### config.mk
export PLATFORM = sky130hd
export DESIGN_NAME = fetch_pc_ctrl
export DESIGN_NICKNAME = d
export VERILOG_FILES = /design/src/rtl/fetch_pc_ctrl.sv
export SDC_FILE = /design/constraint.sdc
export NUM_CORES = 1
export LEC_CHECK = 0
export ABC_AREA = 1
export CAP_MARGIN = 20
export CORE_UTILIZATION = 60
export DETAILED_ROUTE_END_ITERATION = 16
export DONT_BUFFER_PORTS = 1
export PLACE_DENSITY_LB_ADDON = 0.1
export SYNTH_ARGS = -nofsm -noshare
export SYNTH_HDL_FRONTEND = slang
export SYNTH_SLANG_ARGS = --single-unit
### constraint.sdc
create_clock -name clk_i -period 3.89 [get_ports clk_i]
set_input_delay 0.5835 -clock clk_i [delete_from_list [all_inputs] [get_ports clk_i]]
set_output_delay 0.5835 -clock clk_i [all_outputs]
set_load 0.005 [all_outputs]
### src/rtl/fetch_pc_ctrl.sv
// Next-PC generator and F1/F2 fetch register for the 2-wide front end.
// Static backward-taken prediction, decode backpressure and execute redirects.
module fetch_pc_ctrl #(
  parameter logic [31:0] RESET_PC = 32'h0000_0000
) (
  input  logic             clk_i,
  input  logic             rst_i,
  output logic             imem_req_o,
  output logic [31:0]      imem_addr_o,
  input  logic [1:0]       branch_en_i,
  input  logic [1:0][31:0] imm_in_i,
  output logic             out_valid_o,
  input  logic             out_ready_i,
  output logic [31:0]      f2_pc_o,
  output logic [1:0]       slot_valid_o,
  output logic [1:0]       pred_taken_o,
  output logic [31:0]      pred_target_o,
  input  logic             ex_redirect_i,
  input  logic [31:0]      ex_target_i
);

  localparam int unsigned AW       = 32;
  localparam int unsigned PAIR_B   = 8;
  localparam int unsigned SLOT_B   = 4;

  typedef enum logic [1:0] {
    IDLE  = 2'd0,
    RUN   = 2'd1,
    STALL = 2'd2
  } state_e;

  state_e          state_q, state_d;
  logic            f2_valid_q, f2_valid_d;
  logic [AW-1:0]   f2_pc_q, f2_pc_d;
  logic [AW-1:0]   pc_q, pc_d;

  logic [1:0]      raw_t_c;
  logic [1:0]      pt_c;
  logic [AW-1:0]   tgt_c;
  logic            adv_c;
  logic            req_c;
  logic [AW-1:0]   addr_c;

  // Static prediction on the F2 pair; slot 0 has priority.
  always_comb begin
    raw_t_c = branch_en_i & {imm_in_i[1][31], imm_in_i[0][31]} & {2{f2_valid_q}};
    pt_c    = {raw_t_c[1] & ~raw_t_c[0], raw_t_c[0]};
    tgt_c   = '0;
    if (raw_t_c[0]) begin
      tgt_c = f2_pc_q + imm_in_i[0];
    end else if (raw_t_c[1]) begin
      tgt_c = f2_pc_q + AW'(SLOT_B) + imm_in_i[1];
    end
    adv_c = ~f2_valid_q | out_ready_i;
  end

  always_ff @(posedge clk_i) begin
    if (rst_i) begin
      state_q <= IDLE;
    end else begin
      state_q <= state_d;
    end
  end

  always_comb begin
    state_d = state_q;
    if (ex_redirect_i) begin
      state_d = RUN;
    end else begin
      case (state_q)
        IDLE:       state_d = RUN;
        RUN, STALL: state_d = adv_c ? RUN : STALL;
        default:    state_d = IDLE;
      endcase
    end
  end

  // Fetch request and decode-facing outputs; everything is forced low during reset.
  always_comb begin
    req_c         = 1'b0;
    addr_c        = '0;
    imem_req_o    = 1'b0;
    imem_addr_o   = '0;
    out_valid_o   = 1'b0;
    f2_pc_o       = '0;
    slot_valid_o  = '0;
    pred_taken_o  = '0;
    pred_target_o = '0;
    if (ex_redirect_i) begin
      req_c  = 1'b1;
      addr_c = ex_target_i & ~AW'(3);
    end else if (state_q == IDLE) begin
      req_c  = 1'b1;
      addr_c = RESET_PC;
    end else if (adv_c) begin
      req_c  = 1'b1;
      addr_c = (|pt_c) ? tgt_c : pc_q;
    end
    if (!rst_i) begin
      imem_req_o    = req_c;
      imem_addr_o   = addr_c;
      out_valid_o   = f2_valid_q & ~ex_redirect_i;
      f2_pc_o       = f2_pc_q;
      slot_valid_o  = {f2_valid_q & ~raw_t_c[0], f2_valid_q} & {2{~ex_redirect_i}};
      pred_taken_o  = pt_c & {2{~ex_redirect_i}};
      pred_target_o = tgt_c;
    end
  end

  always_comb begin
    f2_valid_d = f2_valid_q;
    f2_pc_d    = f2_pc_q;
    pc_d       = pc_q;
    if (req_c) begin
      f2_valid_d = 1'b1;
      f2_pc_d    = addr_c;
      pc_d       = addr_c + AW'(PAIR_B);
    end
  end

  always_ff @(posedge clk_i) begin
    if (rst_i) begin
      f2_valid_q <= 1'b0;
      f2_pc_q    <= '0;
      pc_q       <= RESET_PC;
    end else begin
      f2_valid_q <= f2_valid_d;
      f2_pc_q    <= f2_pc_d;
      pc_q       <= pc_d;
    end
  end

endmodule

==> results of run 1 <==
Yosys cell counts (all sizes together):
| cell | instances |
|---|---|
| buf | 28 |
| o21a | 1 |
| nand2 | 642 |
| xor2 | 3 |
| fa | 2 |
| a32o | 1 |
| a31oi | 7 |
| a21oi | 80 |
| o22ai | 20 |
| inv | 396 |
| clkinv | 2 |
| a21boi | 1 |
| nand4 | 30 |
| ha | 95 |
| nand3 | 199 |
| o21ai | 58 |
| nor2 | 195 |
| o21bai | 3 |
| clkbuf | 14 |
| dfxtp | 64 |
| a22oi | 3 |
| xnor2 | 1 |
| nand3b | 15 |
| o211ai | 4 |
| or2 | 4 |
| nor3 | 11 |
| and2 | 5 |
worst register-to-register path, delay by kind of cell, from the launching register on:
kind / cells / cell delay, ps
buffers and inverters: 3 / 210
AND/OR/NAND/NOR: 15 / 1880
adder cells (fa/ha/maj): 3 / 930
AO/OA/AOI/OAI: 1 / 120
flip-flops: 1 / 340
flip-flops by register name, summed over array words and instances (netlist names):
register / flops
f2_pc_q: 32
f2_valid_q: 1
state_q: 2
pc_q: 29
placed cells by master, fill, tap and decap left out, types with 4 or more instances in the layout:
cell type,synthesis,routed
a21oi_1,76,74
a21oi_2,4,6
a31oi_1,7,7
and2_1,5,5
buf_4,8,11
clkbuf_16,0,9
dfxtp_1,64,53
dfxtp_2,0,11
ha_1,95,89
ha_2,0,6
inv_1,363,361
inv_2,33,35
nand2_1,593,590
nand2_2,40,43
nand2_4,9,9
nand3_1,183,180
nand3_2,14,17
nand3b_1,15,15
nand4_1,30,30
nor2_1,169,166
nor2_2,20,23
nor2_4,5,5
nor3_1,11,11
o21ai_0,52,52
o21ai_1,5,5
o22ai_1,20,20
or2_2,4,4
per-stage QoR:
step / hold WS [ps] / setup TNS (ps) / std cells / setup WS (ps)
detailed placement: 459 / 0 / 2073 / 157
global placement: 453 / 0 / 2073 / 207
global route: 313 / -19.3 / 2089 / -9.85
floorplan: 442 / 0 / 1884 / 694
CTS: 320 / 0 / 2089 / 44.7
finish: 321 / 0 / 2089 / 102
path summary, 6_finish.rpt:
| check | from | endpoint | slack (ps) | cells after the start |
|---|---|---|---|---|
| worst min register to register | pc_q[20] | pc_q[20] | 480 | 2 |
| worst max-delay path | f2_pc_q[15] | imem_addr_o[21] | 100 | 13 |
| worst min-delay path | rst_i | pc_q[20] | 320 | 1 |
| worst max register to register | f2_pc_q[1] | pc_q[28] | 320 | 22 |
layout make-up:
type,instances,area [um^2]
Timing Repair Buffer,11,82.6
Clock inverter,5,80.1
Clock buffer,11,243
Multi-Input combinational cell,1380,7220
Sequential cell,64,1290
Inverter,398,1490
Tap cell,220,275
Fill cell,1676,5900
routing by layer:
| metal | global-route usage, % | part of all wire (%) |
|---|---|---|
| met3 | 4.23 | 8.3 |
| met2 | 62.6 | 45 |
| met4 | 13.4 | 3.4 |
| met5 | 0 | 0 |
| met1 | 52.1 | 43 |
timing repair:
item                                    CTS  global route
setup buffers                             0             0
endpoints found under the hold margin     0             0
endpoints found under the setup margin    0             7
resized for setup                         0            29
kinds of logic (layout without fill, tap and decap cells):
kind of cell	after synthesis	count (layout)
AOI/OAI and AO/OA	178	178
and+or+nand+nor	1101	1101
buffers and inverters	440	425
adders and majority gates	97	97
DFF	64	64
xor gates and xnor gates	4	4
power groups by stage:
stage | registers, mW | clock network [mW] | logic (mW)
after floorplan | 0.734 | 0 | 0.874
after global placement | 0.756 | 0 | 1.08
after detailed placement | 0.757 | 0 | 1.09
after CTS | 0.743 | 0.877 | 1.10
after global routing | 0.750 | 0.908 | 1.27
final | 0.748 | 0.871 | 1.13
==> key figures, run 1 <==
Routing
  – Vias per std cell: 5.55
  – DR vias: 11591
  – Residual DRC: 0
  – Final ANT Viol Nets: 0
  – Routed len/inst: 16.5 um
  – WL final: 34400 um
  – Initial DRC Count: 937
  – Pre-Repair DR Iteration Count: 5

Pwr
  – Switching power: 1.11 mW
  – Sequential power share: 27.2%
  – Logic pwr share: 41.1%
  – Clock Power Share: 31.7%
  – Pwr/cell area: 257 mW/mm^2
  – Total Power Consumption: 2.75 mW
  – VDD IR max: 305 uV
  – Static leakage: 6.20 nW
  – Sw frac: 40.2%
  – Internal power: 1.64 mW

Setup path
  – Worst path cell trace: ha_1 -> ha_1 -> nand2_1 -> nor2_1 -> and2_1 -> nand4_1 -> nand4_1 -> nand3_1 -> nand3_1 -> nand2_1 -> nand2_1 -> inv_1 -> nor2_1
  – Critical path class: reg2out
  – Crit path max-delay family: simple AND/OR/NAND/NOR gates
  – Critical path fanouts, max: 5
  – Nature of the critical path startpoint: flop
  – Most used cell, CP: nand2_1
  – Worst path slowest cell: dfxtp_1
  – Data required, critical path: 3310 ps
  – Buf/Inv on CP: 1
  – Worst stage delay on the critical path: 460 ps
  – Worst endpoint data arrival time: 3200 ps
  – Worst Setup End Kind: output pin

Job
  – Max-cap viol count: 0

GRT
  – Vias in the first global route: 10016
  – Initial antenna violation count: 0
  – GRT Total Usage: 38.3%
  – Pin count of the biggest net entering global routing: 111
  – Congestion Overflow GR: 0
  – First-pass GRT wire length: 52200 um

Timing
  – Max Slew Vio Count: 0
  – # setup viols final: 0
  – RSZ-0062 raised after global routing: true
  – Setup Skew: 5.21 ps
  – Min Tclk post-route: 3790 ps
  – Fmax: 264 MHz
  – Rel. slew slack: 40.6%
  – Final Hold Viols: 0
  – Worst slew pin tran: 889 ps
  – Final period util: 97.4%

Worst hold path
  – HP Class: in2reg

Yosys
  – FF+latch count, synth: 64
  – Dominant cell type by area after synthesis: nand2_1
  – Syn_nets: 2083
  – Synth Area in Adders: 12.1%
  – Mux cell area share after synthesis: 0%
  – Register area share after synthesis: 12.6%
  – XOR/XNOR Fraction of Synth Area: 0.345%
  – Syn Area/Cell: 5.40 um^2
  – Netlist cell types: 42
  – Yosys warnings: 0
  – Largest family of logic cells by synthesized area: simple AND/OR/NAND/NOR gates
  – Compound-cell area share of the yosys netlist: 9.67%
  – Synthesized cell area: 0.0102 mm^2
  – Cells after synthesis: 1884
  – Top cell type's share of synthesized area: 21.9%
  – Simple-Gate Fraction of Synth Area: 48.3%
  – Largest cells by area after synthesis: nand2_1, inv_1, dfxtp_1

Die
  – Num ports: 204
  – Die height: 132 um
  – Die W: 132 um
  – CORE AREA: 0.0166 mm^2
  – Rows: 47
  – Initial Util: 61.3%
  – Die area: 0.0175 mm^2

Placed design
  – Routability congestion estimate: 0.999
  – Final HPWL from detailed placement: 28300 um
  – Total cell area at the placement stage: 0.0103 mm^2
  – Port bufs: 0

Layout
  – Area Overhead vs Synth: 5.08%
  – Final Cell Area: 0.0107 mm^2
  – Layout Utilization: 64.4%
  – Fin nets: 2063
  – # diodes: 0
  – Ratio of cells with drive above 1 in the final layout: 10.2%

Clock tree
  – Num CTS Buffers: 9
  – Skew-Pair Late Insertion Delay: 320 ps
  – Clock Pin Slew Worst Setup and Hold Paths: 60 ps
  – Number of H-tree levels: 3
  – Clk sink count: 64
  – Clock buffer depth: 2
  – Hold-fix buffers, CTS: 0
  – CTS tree: done
  – Root buffer cell: clkbuf_16

Status
  – Status: completed
No activity file was read; power rests on OpenSTA's default activity.
==> run 2, diff against run 1 <==
--- a/config.mk
+++ b/config.mk
@@ -11,6 +11,7 @@
 export DETAILED_ROUTE_END_ITERATION = 16
 export DONT_BUFFER_PORTS = 1
 export PLACE_DENSITY_LB_ADDON = 0.1
+export SKIP_LAST_GASP = 1
 export SYNTH_ARGS = -nofsm -noshare
 export SYNTH_HDL_FRONTEND = slang
 export SYNTH_SLANG_ARGS = --single-unit
==> run 2 against run 1 <==
- wire length fell by 0.21%
- sequential power about the same
- non-clock buffer count stayed put
- final area is essentially flat
- total power fell by 0.15%
- clock-buffer cell count unchanged
- critical path depth did not move
- global-route usage did not move
==> key figures, run 2 (synthesis results as in run 1) <==
Die
  – CORE AREA: 0.0166 mm^2
  – Num ports: 204
  – Die W: 132 um
  – Initial Util: 61.3%
  – Rows: 47
  – Die area: 0.0175 mm^2
  – Die height: 132 um

Job
  – Max-cap viol count: 0

Placed design
  – Final HPWL from detailed placement: 28300 um
  – Port bufs: 0
  – Routability congestion estimate: 0.999

GRT
  – First-pass GRT wire length: 52200 um
  – Pin count of the biggest net entering global routing: 111
  – Initial antenna violation count: 0
  – GRT Total Usage: 38.3%
  – Vias in the first global route: 10016
  – Congestion Overflow GR: 0

Setup path
  – Critical path class: reg2out
  – Most used cell, CP: nand2_1
  – Worst path slowest cell: dfxtp_1
  – Worst Reg-to-Reg Cells: 22
  – Worst path cell trace: ha_1 -> ha_1 -> nand2_1 -> nor2_1 -> and2_1 -> nand4_1 -> nand4_1 -> nand3_1 -> nand3_1 -> nand2_1 -> nand2_1 -> inv_1 -> nor2_1
  – Critical path fanouts, max: 5
  – Worst stage delay on the critical path: 460 ps
  – Worst Setup End Kind: output pin
  – Worst endpoint data arrival time: 3200 ps
  – Worst r2r src: f2_pc_q[1]
  – FF-to-FF End: pc_q[28]
  – Data required, critical path: 3310 ps
  – R2r setup slk: 330 ps
  – Nature of the critical path startpoint: flop

Clock tree
  – Clock Pin Slew Worst Setup and Hold Paths: 50 ps
  – CTS tree: done
  – Skew-Pair Late Insertion Delay: 320 ps
  – Number of H-tree levels: 3
  – Clock buffer depth: 2
  – Root buffer cell: clkbuf_16
  – PostCTS Resize Cnt: 0
  – Postcts setup bufs: 0
  – Hold-fix buffers, CTS: 0
  – Clk sink count: 64
  – Num CTS Buffers: 9

Routing
  – Residual DRC: 0
  – Vias per std cell: 5.54
  – DR vias: 11581
  – WL final: 34400 um
  – Pre-Repair DR Iteration Count: 5
  – Final ANT Viol Nets: 0
  – Initial DRC Count: 863
  – Routed len/inst: 16.4 um

Timing
  – Worst slew pin tran: 898 ps
  – # setup viols final: 0
  – Final period util: 97.3%
  – Setup tns final: 0 ps
  – Min Tclk post-route: 3790 ps
  – RSZ-0062 raised after global routing: true
  – Final Hold Viols: 0
  – Rel. slew slack: 40.0%
  – Fmax: 264 MHz
  – Max Slew Vio Count: 0
  – Setup Skew: 5.21 ps

Pwr
  – Pwr/cell area: 257 mW/mm^2
  – Total Power Consumption: 2.75 mW
  – VDD IR max: 305 uV
  – Static leakage: 6.20 nW

Layout
  – Ratio of cells with drive above 1 in the final layout: 10.1%
  – Top Registers: f2_pc_q (32), pc_q (29), state_q (2)
  – Area Overhead vs Synth: 5.03%
  – Most frequent cells in the layout: nand2_1, inv_1, nand3_1
  – Biggest register: f2_pc_q
  – Fill cell count: 1676
  – Max reg flops: 32
  – Commonest non-fill, non-tap cell in the layout: nand2_1
  – # diodes: 0
  – Fin nets: 2063

Worst hold path
  – HP Class: in2reg
  – Worst Hold Depth: 1
  – Hold path start: rst_i
  – Worst hold endpoint: pc_q[20]

Status
  – Status: completed
## run 2: how the worst max path moves through the flow
| stage | startpoint | to | cells past startpoint |
|---|---|---|---|
| after floorplan | imm_in_i[33] | imem_addr_o[29] | 19 |
| after global placement | imm_in_i[33] | imem_addr_o[29] | 19 |
| after detailed placement | imm_in_i[33] | imem_addr_o[29] | 19 |
| after CTS | f2_pc_q[1] | imem_addr_o[29] | 19 |
| after global routing | f2_pc_q[1] | imem_addr_o[29] | 20 |
| final | f2_pc_q[15] | imem_addr_o[21] | 13 |
## run 2: through the flow
step           worst slack (ps)  instances  util [%]  cell area, um^2  hold slack [ps]
4_1_cts                    44.7       2089      64.0            10600              320
6_report                    104       2089      64.4            10700              321
5_1_grt                   -9.77       2089      64.4            10700              313
3_5_place_dp                157       2073      62.1            10300              459
2_1_floorplan               694       1884         -            10200              442
3_3_place_gp                207       2073      62.1            10300              453
## run 2: area by class of cell
cell class	count	area (um^2)	area share, %
clock buffer	11	243	2.27
clock inverter	5	80.1	0.750
inverter	398	1490	14.0
multi-input combinational	1380	7210	67.5
sequential	64	1290	12.1
tap	220	275	2.58
timing repair buffer	11	82.6	0.773
## run 2: worst max-delay path, delay by kind of cell (launching register included)
kind	cells	cell delay (ps)
fa+ha+maj	2	660
buf+inv	1	80
flops	1	460
simple gates	10	1680
## run 2: power by group
part	internal, mW	switching, mW
registers	0.702	0.0467
clock network	0.577	0.291
logic	0.365	0.764
total	1.64	1.10
## run 2: routing by layer
metal / global-route usage [%] / wire (um) / share of wire (%) / vias up
li1: - / - / - / 5843
met1: 52.1 / 15000 / 44 / 5165
met2: 62.6 / 15300 / 45 / 502
met3: 4.23 / 2780 / 8.1 / 71
met4: 13.4 / 1280 / 3.7 / 0
met5: 0 / 0 / 0 / -
==> run 3, diff against run 2 <==
--- a/config.mk
+++ b/config.mk
@@ -11,6 +11,7 @@
 export DETAILED_ROUTE_END_ITERATION = 16
 export DONT_BUFFER_PORTS = 1
 export PLACE_DENSITY_LB_ADDON = 0.1
+export SETUP_SLACK_MARGIN = 0.02
 export SKIP_LAST_GASP = 1
 export SYNTH_ARGS = -nofsm -noshare
 export SYNTH_HDL_FRONTEND = slang
==> run 3 against run 2 <==
- utilization up 0.11 points
- sequential share of layout area is essentially flat
- fmax is 0.67% higher
- critical endpoint is now imem_addr_o[29]
==> key figures, run 3 (synthesis results as in run 1) <==
Layout
  – Fill cell count: 1676
  – Max reg flops: 32
  – Fin cells: 2089
  – Commonest non-fill, non-tap cell in the layout: nand2_1
  – # diodes: 0
  – Fin nets: 2063
  – Most frequent cells in the layout: nand2_1, inv_1, nand3_1
  – Area Overhead vs Synth: 5.22%
  – Area of the multi-input gates: 0.00723 mm^2
  – Top Registers: f2_pc_q (32), pc_q (29), state_q (2)
  – FF+latch area: 0.00130 mm^2
  – Ratio of cells with drive above 1 in the final layout: 10.3%
  – Biggest register: f2_pc_q

GRT
  – Vias in the first global route: 10016
  – GRT Total Usage: 38.3%
  – Pin count of the biggest net entering global routing: 111
  – Congestion Overflow GR: 0
  – Initial antenna violation count: 0
  – First-pass GRT wire length: 52200 um

Die
  – Die W: 132 um
  – Rows: 47
  – Num ports: 204
  – Die height: 132 um
  – Die area: 0.0175 mm^2
  – Initial Util: 61.3%
  – CORE AREA: 0.0166 mm^2

Timing
  – Setup tns final: 0 ps
  – Setup Skew: 5.72 ps
  – Max Slew Vio Count: 0
  – Fmax: 266 MHz
  – Min Tclk post-route: 3760 ps
  – Final setup margin: 129 ps
  – Worst slew pin tran: 891 ps
  – Hold Worst Slack: 322 ps
  – Rel. slew slack: 40.4%
  – RSZ-0062 raised after global routing: true
  – # setup viols final: 0
  – Final period util: 96.7%
  – Final Hold Viols: 0

Routing
  – WL final: 34500 um
  – Pre-Repair DR Iteration Count: 6
  – Residual DRC: 0
  – DR vias: 11642
  – Vias per std cell: 5.57
  – Final ANT Viol Nets: 0
  – Initial DRC Count: 903
  – Routed len/inst: 16.5 um

Clock tree
  – Skew-Pair Late Insertion Delay: 330 ps
  – Clock buffer depth: 2
  – Num CTS Buffers: 9
  – Root buffer cell: clkbuf_16
  – Clock Pin Slew Worst Setup and Hold Paths: 50 ps
  – PostCTS Resize Cnt: 0
  – Clk sink count: 64
  – Postcts setup bufs: 0
  – CTS tree: done
  – Number of H-tree levels: 3
  – Hold-fix buffers, CTS: 0

Setup path
  – Critical path fanouts, max: 4
  – Nature of the critical path startpoint: flop
  – Launch point of the worst path: f2_pc_q[1]
  – Data required, critical path: 3310 ps
  – Worst endpoint data arrival time: 3180 ps
  – Worst r2r src: f2_pc_q[1]
  – Critical path class: reg2out
  – R2r setup slk: 320 ps
  – Worst Setup End Kind: output pin

Worst hold path
  – HP Class: in2reg
  – Hold path start: rst_i

Pwr
  – Sw frac: 40.2%
  – Logic pwr share: 41.2%
  – Pwr/cell area: 257 mW/mm^2
  – Sequential power share: 27.2%
  – Static leakage: 6.20 nW
  – Internal power: 1.65 mW
  – VDD IR max: 306 uV
  – Switching power: 1.11 mW
  – Clock Power Share: 31.6%

Placed design
  – Routability congestion estimate: 0.999
  – Inst Count DP: 2073
  – Final HPWL from detailed placement: 28300 um
  – Post-Place Setup Slack: 157 ps
  – Port bufs: 0

Status
  – Status: completed

Job
  – Max-cap viol count: 0
[run 3: path summary, 6_finish.rpt]
path / end / cells past startpoint
setup / recovery: imem_addr_o[29] / 19
hold / removal: pc_q[20] / 1
setup reg to reg: pc_q[28] / 22
hold reg to reg: pc_q[13] / 2
[run 3: through the flow]
| step | instance area, um^2 | utilization, % | power [mW] |
|---|---|---|---|
| floorplan | 10200 | - | 1.61 |
| global placement | 10300 | 62.1 | 1.83 |
| detailed placement | 10300 | 62.1 | 1.85 |
| CTS | 10600 | 64.0 | 2.72 |
| global route | 10700 | 64.5 | 2.93 |
| finish | 10700 | 64.5 | 2.75 |
[run 3: per-layer routing]
layer | GRT usage [%] | vias to the layer above | share of wire, %
met5 | 0 | - | 0
met4 | 13.4 | 0 | 3.4
met3 | 4.23 | 69 | 9.0
met2 | 62.6 | 544 | 45
met1 | 52.1 | 5177 | 43
li1 | - | 5852 | -
[run 3: area by class of cell]
type                    count  share of cell area, %
flip-flops and latches     64                   12.1
well taps                 220                   2.57
inverters                 398                   14.0
clock buffers              11                   2.27
multi-input cells        1380                   67.6
repair buffers             11                  0.772
clock inverters             5                  0.748
[run 3: power groups by stage]
stage               clock network (mW)  logic [mW]  registers (mW)
floorplan                            0       0.874           0.734
global placement                     0        1.08           0.756
detailed placement                   0        1.09           0.757
CTS                              0.877        1.10           0.743
global route                     0.908        1.27           0.751
finish                           0.870        1.13           0.748
[run 3: critical path, cell delays in order (launching register included)]
cell,delay [ps]
dfxtp_1,340
ha_1,300
ha_2,230
inv_1,60
fa_1,400
inv_2,100
nand3_1,100
nand2_2,120
nand2_1,90
nand2_2,120
nand2_1,90
nand2_2,110
nand3b_1,120
nand3_1,90
nand3_1,160
nand3_2,140
nand2_1,50
nand2_1,90
inv_2,60
nor2_2,90
